[src/rtl/mmv_pkg.sv]
// Shared constants for the RAM responder: busy LFSR width, taps and default seed.
// No logic of its own, so no latency.
// No flow control here; users apply backpressure through s_busy.
package mmv_pkg;

    localparam int LFSR_W = 16;

    // Polynomial x^16+x^14+x^13+x^11+1 in right-shift Fibonacci form (state bits 0,2,3,5).
    localparam logic [LFSR_W-1:0] LFSR_TAPS         = 16'h002D;
    localparam logic [LFSR_W-1:0] LFSR_SEED_DEFAULT = 16'hACE1;

    function automatic logic [LFSR_W-1:0] lfsr_step(input logic [LFSR_W-1:0] cur);
        return {^(cur & LFSR_TAPS), cur[LFSR_W-1:1]};
    endfunction

endpackage

[src/rtl/mmv_ram_rd_pipe.sv]
// Read-return shift pipeline: a valid/data pair moves one stage per clk.
// Latency DEPTH cycles from in_val to out_val.
// Never stalls and has no backpressure; up to DEPTH reads can be in flight.
module mmv_ram_rd_pipe #(
    parameter int DEPTH  = 2,
    parameter int DWIDTH = 8
) (
    input  logic              clk,
    input  logic              reset,
    input  logic              in_val,
    input  logic [DWIDTH-1:0] in_dat,
    output logic              out_val,
    output logic [DWIDTH-1:0] out_dat
);

    logic [DEPTH-1:0]  val_q;
    logic [DEPTH-1:0]  val_d;
    logic [DWIDTH-1:0] dat_q [DEPTH];
    logic [DWIDTH-1:0] dat_d [DEPTH];

    always_comb begin
        val_d    = '0;
        val_d[0] = in_val;
        dat_d[0] = in_dat;
        for (int i = 1; i < DEPTH; i++) begin
            val_d[i] = val_q[i-1];
            dat_d[i] = dat_q[i-1];
        end
    end

    // Only the valid bits are cleared; stale data behind a zero valid is harmless.
    always_ff @(posedge clk) begin
        if (reset) begin
            val_q <= '0;
        end else begin
            val_q <= val_d;
        end
    end

    always_ff @(posedge clk) begin
        dat_q <= dat_d;
    end

    assign out_val = val_q[DEPTH-1];
    assign out_dat = dat_q[DEPTH-1];

endmodule

[src/rtl/mmv_ram_responder.sv]
// Memory-mapped RAM slave with programmable read latency, random busy and read-data error mask.
// Write lands at the accept edge; read data returns RDLAT cycles after accept.
// s_busy is a registered LFSR-driven stall; held requests are accepted once it drops.
module mmv_ram_responder
    import mmv_pkg::*;
#(
    parameter int                AWIDTH    = 8,
    parameter int                DWIDTH    = 8,
    parameter int                RDLAT     = 2,
    parameter logic [LFSR_W-1:0] LFSR_SEED = LFSR_SEED_DEFAULT
) (
    input  logic              clk,
    input  logic              reset,
    input  logic [AWIDTH-1:0] s_addr,
    input  logic              s_wreq,
    input  logic [DWIDTH-1:0] s_wdat,
    input  logic              s_rreq,
    output logic [DWIDTH-1:0] s_rdat,
    output logic              s_rval,
    output logic              s_busy,
    input  logic              busy_en,
    input  logic [DWIDTH-1:0] err_mask,
    output logic              proto_err
);

    localparam int DEPTH = 2 ** AWIDTH;

    logic [DWIDTH-1:0] mem [DEPTH];

    logic [LFSR_W-1:0] lfsr_q;
    logic [LFSR_W-1:0] lfsr_d;
    logic              busy_q;
    logic              busy_d;
    logic              proto_q;
    logic              proto_d;
    logic [DWIDTH-1:0] rdat_q;
    logic [DWIDTH-1:0] rdat_d;

    logic              accept;
    logic              wr_en;
    logic              rd_en;
    logic [DWIDTH-1:0] rd_sample;
    logic              pipe_val;
    logic [DWIDTH-1:0] pipe_dat;
    logic [DWIDTH-1:0] rd_out;

    always_comb begin
        accept    = ~reset & (s_wreq | s_rreq) & ~busy_q;
        wr_en     = accept & s_wreq;
        // A write+read collision keeps the write and drops the read.
        rd_en     = accept & s_rreq & ~s_wreq;
        proto_d   = accept & s_wreq & s_rreq;
        rd_sample = mem[s_addr];

        lfsr_d = lfsr_step(lfsr_q);
        busy_d = busy_en & lfsr_q[0] & lfsr_q[1];

        // Mask is applied as the data leaves the pipe; the last value is held between pulses.
        rd_out = pipe_val ? (pipe_dat ^ err_mask) : rdat_q;
        rdat_d = rd_out;
    end

    always_ff @(posedge clk) begin
        if (reset) begin
            lfsr_q  <= LFSR_SEED;
            busy_q  <= 1'b0;
            proto_q <= 1'b0;
            rdat_q  <= '0;
        end else begin
            lfsr_q  <= lfsr_d;
            busy_q  <= busy_d;
            proto_q <= proto_d;
            rdat_q  <= rdat_d;
        end
    end

    // Array contents survive reset.
    always_ff @(posedge clk) begin
        if (wr_en) begin
            mem[s_addr] <= s_wdat;
        end
    end

    mmv_ram_rd_pipe #(
        .DEPTH  (RDLAT),
        .DWIDTH (DWIDTH)
    ) u_rd_pipe (
        .clk     (clk),
        .reset   (reset),
        .in_val  (rd_en),
        .in_dat  (rd_sample),
        .out_val (pipe_val),
        .out_dat (pipe_dat)
    );

    assign s_rval    = pipe_val;
    assign s_rdat    = rd_out;
    assign s_busy    = busy_q;
    assign proto_err = proto_q;

endmodule

[config.mk]
export PLATFORM = sky130hd
export DESIGN_NAME = mmv_ram_responder
export DESIGN_NICKNAME = d
export VERILOG_FILES = /design/src/rtl/mmv_pkg.sv /design/src/rtl/mmv_ram_rd_pipe.sv /design/src/rtl/mmv_ram_responder.sv
export SDC_FILE = /design/constraint.sdc
export NUM_CORES = 2
export LEC_CHECK = 0
export ABC_AREA = 1
export CELL_PAD_IN_SITES_DETAIL_PLACEMENT = 0
export CELL_PAD_IN_SITES_GLOBAL_PLACEMENT = 1
export CORE_MARGIN = 2
export CORE_UTILIZATION = 51
export DETAILED_ROUTE_END_ITERATION = 12
export HOLD_SLACK_MARGIN = 0.02
export PLACE_DENSITY_LB_ADDON = 0.1
export SLEW_MARGIN = 20
export SYNTH_ARGS = -nofsm -noshare
export SYNTH_HDL_FRONTEND = slang
export SYNTH_SLANG_ARGS = --single-unit
export TNS_END_PERCENT = 100
[constraint.sdc]
create_clock -name clk -period 3.67 [get_ports clk]
set_input_delay 1.101 -clock clk [delete_from_list [all_inputs] [get_ports clk]]
set_output_delay 1.101 -clock clk [all_outputs]
set_load 0.05 [all_outputs]
**Word-level counts from Yosys, hierarchy flattened**

Memories as Yosys holds them, arrays and structs flattened. A register that Yosys moved wholly into a read port is not among the register bits.
Cells that the tools add are included.

- Multiplexer cells: 3
- Bitwise logic cells: 13
- Reduce and logical (&&, ||, !) cells: 1

Operators with widths:

| operator | count |
|---|---|
| $reduce_xor A16 Y1 | 1 |
| $and A1 B1 Y1 | 8 |
| $mux W8 | 1 |
| $xor A8 B8 Y8 | 1 |
| $not A1 Y1 | 3 |
| $mux W1 | 2 |
| $or A1 B1 Y1 | 1 |

- Bits in registers: 36
- Memory bits (writable): 2048
- Bits of input ports: 29
- Memories kept: 1

Memory list:

| memory | words | bits a word | rd ports | clocked after Yosys merged registers in | write ports | line | text |
|---|---|---|---|---|---|---|---|
| mem | 256 | 8 | 1 | 1 | 1 | mmv_ram_responder.sv:28 | `logic [DWIDTH-1:0] mem [DEPTH];` |

**Depth between registers and ports, before layout**

- Depth after elaboration: 6
- Gate-level depth with buffers: 15
- Mapped depth without buffers: 13

**By module**

From an unflattened synthesis, not the netlist that was laid out.

- Cell total of the unflattened synthesis: 7917
- Area, all modules: 85851.1 sq um

By module, submodules not included:

| module | times used | cells each | area each (sq um) | sequential area each (sq um) |
|---|---|---|---|---|
| mmv_ram_responder | 1 | 7895 | 85475.7 | 62019.5 |
| mmv_ram_rd_pipe | 1 | 22 | 375.4 | 360.3 |

**Least setup slack after synthesis**

OpenSTA, ideal clock, no wires.

- Path type: input port to flip-flop
- Start: input port s_addr[2]
- End: memory mem[96][0], enable pin
- Library setup time: 370 ps
- Arrival: 2604 ps
- Slack: 696 ps
- Stages on the path: 6
- Buffers on the path: 3
- Cells stage by stage: nor2_1 > buf_2 > buf_1 > nand2_1 > clkbuf_1 > nor2_1

RTL lines:

| what | line | text |
|---|---|---|
| start, declared | mmv_ram_responder.sv:14 | `input logic [AWIDTH-1:0] s_addr,` |
| end, declared | mmv_ram_responder.sv:28 |  |

Straight into the memory's write port.

**Worst setup path after layout**

- Start: register u_rd_pipe.val_q[1]
- End: output port s_rval

RTL lines:

| what | line | text |
|---|---|---|
| start, declared | mmv_ram_rd_pipe.sv:16 | `logic [DEPTH-1:0] val_q;` |
| start signal, assigned | mmv_ram_rd_pipe.sv:36 | `val_q <= val_d;` |
| end, declared | mmv_ram_responder.sv:19 | `output logic s_rval,` |

No word-level cell between the ends.

==> metrics.md <==
| Metric | Value |
|---|---|
| Worst EP required | 2.57 ns |
| Worst-Margin Slew | 0.9144 ns |
| Final period util | 0.9297 |
| Met2 WL | 115.0 mm |
| Post-CTS Setup Inserts | 0 |
| Worst hold path type | register to register |
| Critical Path End Type | output pin |
| Max VDD drop | 657.0 uV |
| Max-slew violation count | 0 |
| Startpoint Class | register |
| Net count after synthesis | 7944 |
| Yosys cell types | 23 |
| Achievable frequency | 293.1 MHz |
| Die Y | 414.2 um |
| Final Skew | 0.02780 ns |
| Routed wl met3 | 18.35 mm |
| Tot Pwr | 0.05070 W |
| Ant diodes | 0 |
| Post-CTS Hold Buffers | 0 |
| Post-route minimum period | 3.412 ns |
| Vias per inst | 5.472 |
| Post-Route WL | 245.8 mm |
| Antenna violations before repair | 12 |
| Initial Util | 0.5132 |
| Post-synthesis area per instance | 10.84 sq um |
| Top sig layer | met5 |
| Leakage | 39.28 nW |
| 1st-iter DRT viols | 6058 |
| Setup ws final | 0.2582 ns |
| Synth-to-Final Area Change | 15.79% |
| CTS buffer count | 209 |
| Buffers on Ports | 39 |
| Clk buf depth | 3 |
| GRT overflow | 0 |
| First-pass GRT wire length | 364.3 mm |
| Dpl ws | -0.4511 ns |
| Die area | 0.1716 sq mm |
| Row count | 150 |
| WHS | 0.4051 ns |
| Mapped Cells | 7915 |
| CTS Sinks | 2092 |
| Hold Fails Final Rpt | 0 |
| Maxcap violations | 0 |
| Register area share after synthesis | 0.7268 |
| Post-Syn Area | 0.08583 sq mm |
| Die Span X | 414.2 um |
| Vias | 58300 |
| Max FO, Critical Path | 10 |
| Reg area | 0.06238 sq mm |
| Htree depth | 4 |
| Nets | 8299 |
| Total GRT Usage | 0.2855 |
| Post_cts resized | 0 |
| WL/cell | 23.07 um |
| Vias in the first global route | 55990 |
| CP Class | register to output pin |
| Pwr dens | 510.1 mW/mm^2 |
| DP HPWL | 151.2 mm |
| Final Instance Count excl. Fillers | 10650 |
| DRT Pass-1 Iters | 6 |
| Clk pin slew, worst setup/hold paths | 0.06 ns |
| Fraction of layout cells with a size suffix above 1 | 0.1078 |
| Core area | 0.1672 sq mm |
| Data arrival, critical path | 2.31 ns |
| CTS tree | yes |
| Slew margin rel. | 0.3881 |
| Synthesized flop and latch total | 2092 |
| Count of final setup violators | 0 |
| # fillers | 13780 |
| Largest net degree at the start of global routing | 142 |
| WL met1 | 105.7 mm |
| RSZ-0062 raised after global routing | no |
| Status | completed |
| Clock latency on the worst-skew pair | 0.86 ns |
| Gp weighted congestion | 0.8690 |
| # placed instances | 10260 |
| TNS Setup | 0 ns |
| Root buf cell | clkbuf_16 |
| DRC viols | 0 |
| Post-route ant nets | 0 |
| Area of the multi-input gates | 0.02142 sq mm |
| Yosys Warn Count | 0 |
| # IOs | 40 |
synth_stat cells (all sizes together):
master / number / share of area
o21ai: 129 / 0.0075
nand3: 561 / 0.033
nand2: 4134 / 0.18
edfxtp: 2048 / 0.72
dfxtp: 44 / 0.010
nor2: 356 / 0.016
nor4: 1 / 0.000073
a21oi: 9 / 0.00052
xor2: 9 / 0.00092
nor3: 4 / 0.00047
nand4: 128 / 0.0093
clkinv: 2 / 0.000088
clkbuf: 192 / 0.0084
or2: 7 / 0.00051
xnor2: 1 / 0.00010
inv: 24 / 0.0010
buf: 266 / 0.015
worst max-delay path, cell delays in order, from the launching register on:
cell and delay, ns:
dfxtp_1 0.31, buf_4 0.29, clkdlybuf4s50_1 0.87
kinds of logic after synthesis:
| group | share of synthesized area |
|---|---|
| compound gates | 0.008047 |
| xor+xnor | 0.001021 |
| buf+inv | 0.02456 |
| flops | 0.7268 |
| simple gates | 0.2396 |
area by class of cell:
type	instances	area share
well taps	2204	0.02775
inverters	26	0.001183
flip-flops and latches	2092	0.6277
repair buffers	602	0.05980
clock inverters	131	0.01257
multi-input cells	5339	0.2155
clock buffers	260	0.05551
path summary, 6_finish.rpt:
kind                            cells after the start  slack, ns               endpoint                           from
worst max-delay path                                2       0.26                 s_rval  u_rd_pipe.val_q[1]$_SDFF_PP0_
worst min-delay path                                2       0.41   lfsr_q[9]$_SDFF_PP0_          lfsr_q[10]$_SDFF_PP1_
worst max register to register                      6       1.37  mem[229][7]$_DFFE_PP_              s_busy$_SDFF_PP0_
worst min register to register                      2       0.41   lfsr_q[9]$_SDFF_PP0_          lfsr_q[10]$_SDFF_PP1_
metal layers:
layer  global-route usage  vias up
met5                    0        -
met4              0.08698        2
met3              0.04333      358
met2               0.4558     2171
met1               0.4074    28450
li1                     -    27320
sequential cells by signal (all words and copies together), names as in the netlist:
signal	cells
mem	2048
u_rd_pipe.val_q	2
u_rd_pipe.out_dat	8
s_busy	1
lfsr_q	16
rdat_q	8
proto_err	1
u_rd_pipe.dat_d	8
per-stage QoR:
step	instance area, sq um	util
6_report	99380	0.5943
5_1_grt	99380	0.5943
4_1_cts	99380	0.5943
3_5_place_dp	92610	0.5538
3_3_place_gp	92610	0.5538
2_1_floorplan	85830	-
power breakdown:
part / internal [W] / total (W) / switching, W
Sequential: 0.0263 / 0.0263 / 0.0000699
Clock: 0.0122 / 0.0212 / 0.00897
Combinational: 0.000825 / 0.00315 / 0.00233
Total: 0.0393 / 0.0507 / 0.0114
cell usage in the layout, fill, tap and decap left out, types with 44 or more instances in the layout:
master / n
clkbuf_1: 46
nand4_1: 128
buf_12: 104
edfxtp_1: 2048
nand2_1: 4118
buf_4: 467
o21ai_1: 96
clkinv_1: 53
clkbuf_16: 213
nand3_1: 561
dfxtp_1: 44
nor2_1: 350
Power figures use the tool's default switching activity.
